**src/rtl/pwm_pkg.sv**
```systemverilog
// Shared types for the PWM duty sequencer slice.
// Holds the duty width and the ramp state encoding.
package pwm_pkg;

  localparam int DUTY_W = 4;

  typedef enum logic [1:0] {
    SETTLED   = 2'd0,
    RAMP_UP   = 2'd1,
    RAMP_DOWN = 2'd2
  } ramp_state_t;

endpackage

```
**src/rtl/pwm_duty_sequencer_sw_debounce.sv**
```systemverilog
// Two-flop synchroniser and counter debounce for slide switches.
// accept pulses in the cycle a new value is committed to sw_stable.
module sw_debounce #(
  parameter int WIDTH      = 4,
  parameter int DEB_CYCLES = 50000
) (
  input  logic             clk,
  input  logic             rst_n,
  input  logic [WIDTH-1:0] sw_raw,
  output logic [WIDTH-1:0] sw_stable,
  output logic             accept
);

  localparam int CW = $clog2(DEB_CYCLES + 1);
  localparam logic [CW-1:0] CNT_MAX = CW'(DEB_CYCLES);
  localparam logic [CW-1:0] CNT_ACC = CW'(DEB_CYCLES - 2);

  logic [WIDTH-1:0] sync1;
  logic [WIDTH-1:0] sync2;
  logic [WIDTH-1:0] cand;
  logic [CW-1:0]    cnt;

  // Commit on the edge that brings cnt to DEB_CYCLES-1.
  assign accept = (sync2 == cand) && (cnt == CNT_ACC);

  always_ff @(posedge clk or negedge rst_n) begin
    if (!rst_n) begin
      sync1     <= '0;
      sync2     <= '0;
      cand      <= '0;
      cnt       <= '0;
      sw_stable <= '0;
    end else begin
      sync1 <= sw_raw;
      sync2 <= sync1;
      if (sync2 != cand) begin
        cand <= sync2;
        cnt  <= '0;
      end else if (cnt != CNT_MAX) begin
        cnt <= cnt + CW'(1);
      end
      if (accept) sw_stable <= cand;
    end
  end

endmodule

```
**src/rtl/pwm_duty_sequencer.sv**
```systemverilog
// Debounced, period-aligned duty code source for the PWM stage.
// DUTY_SOFTSTART_EN selects slewed ramping; otherwise duty jumps at wraps.
module pwm_duty_sequencer
  import pwm_pkg::*;
#(
  parameter int DEB_CYCLES   = 50000,
  parameter int RAMP_PERIODS = 4
) (
  input  logic       clk,
  input  logic       rst_n,
  input  logic [3:0] sw_raw,
  input  logic       period_wrap,
  output logic [3:0] duty_code,
  output logic       duty_valid,
  output logic       ramping,
  output logic [3:0] sw_stable
);

  logic accept;

  sw_debounce #(
    .WIDTH      (DUTY_W),
    .DEB_CYCLES (DEB_CYCLES)
  ) u_deb (
    .clk       (clk),
    .rst_n     (rst_n),
    .sw_raw    (sw_raw),
    .sw_stable (sw_stable),
    .accept    (accept)
  );

  always_ff @(posedge clk or negedge rst_n) begin
    if (!rst_n) duty_valid <= 1'b0;
    else if (accept) duty_valid <= 1'b1;
  end

`ifdef DUTY_SOFTSTART_EN
  localparam int TW =
    (RAMP_PERIODS > 1) ? $clog2(RAMP_PERIODS) : 1;
  localparam logic [TW-1:0] TICK_LAST = TW'(RAMP_PERIODS - 1);

  ramp_state_t   state;
  ramp_state_t   state_nx;
  logic [TW-1:0] tick;
  logic [TW-1:0] tick_nx;
  logic [3:0]    duty_nx;
  logic          step;

  assign step    = period_wrap && (tick == TICK_LAST);
  assign ramping = (state != SETTLED);

  always_comb begin
    state_nx = state;
    tick_nx  = tick;
    duty_nx  = duty_code;
    unique case (state)
      SETTLED: begin
        tick_nx = '0;
        if (duty_valid && sw_stable > duty_code)
          state_nx = RAMP_UP;
        else if (duty_valid && sw_stable < duty_code)
          state_nx = RAMP_DOWN;
      end
      RAMP_UP, RAMP_DOWN: begin
        if (period_wrap)
          tick_nx = step ? '0 : tick + TW'(1);
        // Direction follows the live target, so reversal keeps tick.
        if (step && sw_stable > duty_code)
          duty_nx = duty_code + 4'd1;
        else if (step && sw_stable < duty_code)
          duty_nx = duty_code - 4'd1;
        if (sw_stable > duty_nx)
          state_nx = RAMP_UP;
        else if (sw_stable < duty_nx)
          state_nx = RAMP_DOWN;
        else
          state_nx = SETTLED;
      end
      default: state_nx = SETTLED;
    endcase
  end

  always_ff @(posedge clk or negedge rst_n) begin
    if (!rst_n) begin
      state     <= SETTLED;
      tick      <= '0;
      duty_code <= '0;
    end else begin
      state     <= state_nx;
      tick      <= tick_nx;
      duty_code <= duty_nx;
    end
  end
`else
  assign ramping = (duty_code != sw_stable);

  always_ff @(posedge clk or negedge rst_n) begin
    if (!rst_n) duty_code <= '0;
    else if (period_wrap && duty_valid) duty_code <= sw_stable;
  end
`endif

endmodule
```
**config.mk**
```make
export PLATFORM = sky130hd
export DESIGN_NAME = pwm_duty_sequencer
export DESIGN_NICKNAME = d
export VERILOG_FILES = /design/src/rtl/pwm_pkg.sv /design/src/rtl/pwm_duty_sequencer_sw_debounce.sv /design/src/rtl/pwm_duty_sequencer.sv
export SDC_FILE = /design/constraint.sdc
export NUM_CORES = 1
export LEC_CHECK = 0
export CAP_MARGIN = 15
export CELL_PAD_IN_SITES_DETAIL_PLACEMENT = 0
export CELL_PAD_IN_SITES_GLOBAL_PLACEMENT = 1
export CORE_MARGIN = 2
export CORE_UTILIZATION = 35
export CTS_CLUSTER_DIAMETER = 100
export DETAILED_ROUTE_END_ITERATION = 6
export PLACE_DENSITY_LB_ADDON = 0.08
export SLEW_MARGIN = 20
export SYNTH_ARGS = -nofsm -noshare
export SYNTH_HDL_FRONTEND = slang
export SYNTH_SLANG_ARGS = --single-unit
```
**constraint.sdc**
```tcl
create_clock -name clk -period 1.9 [get_ports clk]
set_input_delay 0.38 -clock clk [delete_from_list [all_inputs] [get_ports clk]]
set_output_delay 0.38 -clock clk [all_outputs]
set_load 0.005 [all_outputs]
```
==> flow_summary.yaml <==
outcome:
  status: "completed"
power:
  p_per_area_mw_per_mm2: 734
  switching_share_pct: 23.9
  finalPower_mw: 1.43
  power_frac_clock_pct: 39.9
  combPwrFrac_pct: 3.6
  power_switching_mw: 0.341
  p_leak_nw: 0.819
  internal-power_mw: 1.09
  seqPwrFrac_pct: 56.6
  max-vdd-ir-drop_uv: 443
grt:
  antenna_found_initial: 0
  grt_overflow: 0
  grt_max_degree: 38
  grt.total_usage_pct: 13.1
  grt_pass1_wl_um: 5280
  grt_pass1_vias: 1072
timing:
  max-slew-margin-rel_pct: 68.6
  rsz0062_at_grt: "no"
  clock_skew_ps: 4.75
  fin_ws_ps: 202
  drv_slew: 0
  fin_crit_sh_pct: 89.4
  tns_ps: 0
  worst_pin_slew_ps: 471
  setup_violations: 0
  period_minus_slack_ps: 1700
  fmax_mhz: 589
  hold_viol: 0
final_layout:
  antennaDiodeCount: 0
  final_nets: 165
  final_core_util_pct: 43.9
  syn_to_final_growth_pct: 18.5
  drive_gt1_share_pct: 17.3
yosys:
  netlist_instances: 137
  synth.most_common_cell: "dfrtp_1"
  postSynthAreaPerCell_um2: 12.0
  async_reset_ff_share_pct: 100
  synth_commonest_cells: "37 x dfrtp_1, 15 x xnor2_1, 12 x nor2_1"
  dominantRegCellSynth: "dfrtp_1"
  yosys.area.top_type: "dfrtp_1"
  seq_area_frac_synth_pct: 56.2
  synth_top_family_by_area: "simple AND/OR/NAND/NOR gates"
  syn_nets: 147
  synth_compound_area_share_pct: 2.28
  synth_edf_count: 0
  synth_top_area_share_pct: 56.2
  synthAdderAreaFrac_pct: 2.28
  ys_top_cells_by_area: "dfrtp_1 56%, xnor2_1 8.0%, mux2_2 5.5%"
  yosysWarnings: 0
  synthMuxAreaShare_pct: 6.08
  syn-cell-area_mm2: 0.00165
  yosys_register_bits: 37
  ys_types: 34
  synth-simple-area-share_pct: 20.3
  synth_xor_area_share_pct: 10.1
place:
  place_congestion: 0.745
  dp_slack_ps: 188
  dp_hpwl_um: 2050
  io_buffers: 16
cts:
  h-tree-depth: 2
  post_cts_buffers: 0
  clock_latency_ps: 290
  path_clk_slew_ps: 80
  clock-sinks: 37
  cts_made_buffers: 5
  clock_path_buffers: 2
  cts-root-buf: "clkbuf_8"
  cts_tree: "done"
flow_run:
  cap_viol_max_count: 0
floorplan:
  core_area_mm2: 0.00444
  die_h_um: 72.6
  dieArea_mm2: 0.00527
  io_pins: 17
  die_w_um: 72.6
  initial_core_util_pct: 37.0
  rows: 24
worst_hold_path:
  whs_path_depth: 0
  hold_end: "u_deb.sync2[1]"
  hold_start: "u_deb.sync1[1]"
  min_path_type: "flop to flop"
worst_setup_path:
  r2r_cells: 4
  cpPeakStageDelay_ps: 450
  critPathKind: "flop to flop"
  reg2reg_slack_ps: 200
  critPathMaxFanout: 5
  worstPathRequired_ps: 2080
  critPathBufInv: 0
  cpMaxStageDelayCell: "dfrtp_1"
  startpoint_type: "flop"
  path_cells: "nor4b_4 > nand3_2 > nor3_4 > mux2_2"
  r2r-end: "u_deb.sw_stable[1]"
  cp_top_family: "simple AND/OR/NAND/NOR gates"
  r2r_start: "u_deb.cnt[13]"
  crit_path_end_kind: "flop"
  arrival_ps: 1870
drt:
  wl_met2_um: 1350
  wl_met1_um: 1490
  drc_errors: 0
  dr.pass1.iters: 2
  drt.antenna.violating_nets: 0
  avgViaCountPerCell: 5.00
  drtIter0Drc: 68
  top_layer_used: "met4"
  num_vias: 1041
  wl_um: 2970
  wl_per_cell_um: 14.3
  wl_met3_um: 94
[flip-flops by register name, summed over array words and instances, names as in the netlist]
register,count
duty_valid,1
u_deb.sw_stable,4
u_deb.cand,4
u_deb.cnt,16
u_deb.sync2,4
duty_code,4
u_deb.sync1,4
[what timing repair did]
| item | in CTS | in global routing |
|---|---|---|
| endpoints found under the hold margin | 0 | 0 |
| hold buffers | 0 | 0 |
| gates resized for setup | 0 | 2 |
| endpoints found under the setup margin | 0 | 1 |
[worst max-delay path by stage]
stage,from,depth (start not counted),slack [ps],end
after floorplan,u_deb.cnt[13],4,350,u_deb.sw_stable[0]
after global placement,u_deb.cnt[13],4,210,u_deb.sw_stable[1]
after detailed placement,u_deb.cnt[13],4,190,u_deb.sw_stable[1]
after CTS,u_deb.sw_stable[2],3,40,ramping
after global routing,u_deb.cnt[13],4,70,u_deb.sw_stable[1]
final,u_deb.cnt[13],4,200,u_deb.sw_stable[1]
[layout by cell type (no fill, tap or decap), drive strengths merged, types with 2 or more instances in the layout]
cell type | Yosys | routed
dfrtp | 37 | 37
xnor2 | 15 | 15
clkdlybuf4s50 | 0 | 15
nor2 | 12 | 12
mux2 | 8 | 8
nand3 | 8 | 8
nand2 | 6 | 6
nand4 | 6 | 6
clkbuf | 5 | 5
inv | 3 | 5
a21oi | 4 | 4
xor2 | 4 | 4
nor3 | 4 | 4
nor4 | 3 | 3
ha | 3 | 3
o21ai | 2 | 2
buf | 2 | 2
or3 | 2 | 2
[through the flow]
step | area [um^2] | hold slack [ps] | std cells
2_1_floorplan | 1650 | 84.4 | 137
3_3_place_gp | 1850 | 332 | 200
3_5_place_dp | 1850 | 335 | 200
4_1_cts | 1950 | 355 | 208
5_1_grt | 1950 | 364 | 208
6_report | 1950 | 354 | 208
[layer usage]
layer,vias to the layer above,GRT usage [%]
li1,508,-
met1,514,18.0
met2,14,19.7
met3,5,4.14
met4,0,4.32
met5,-,0
[power by group through the flow]
stage	logic [mW]	registers [mW]	clock network (mW)
after floorplan	0.0207	0.824	0
after global placement	0.0523	0.825	0
after detailed placement	0.0528	0.826	0
after CTS	0.0530	0.810	0.602
after global routing	0.0573	0.812	0.636
final	0.0511	0.810	0.571
[cell type report]
class	count	area, um^2
fillers	419	2490
flip-flops and latches	37	927
multi-input cells	90	676
repair buffers	18	178
clock buffers	5	68.8
well taps	52	65.1
clock inverters	3	25.0
inverters	3	11.3
[worst reg2reg max path, stage by stage (launching register included)]
cell     delay (ps)
dfrtp_1         450
nor4b_4         350
nand3_2         130
nor3_4          290
mux2_2          370
[cell families after synthesis]
family,count (synthesis)
AOI/OAI and AO/OA,7
muxes,9
buffers and inverters,10
and+or+nand+nor,52
adders and majority gates,3
xor gates and xnor gates,19
DFF,37
Power figures use the tool's default switching activity.
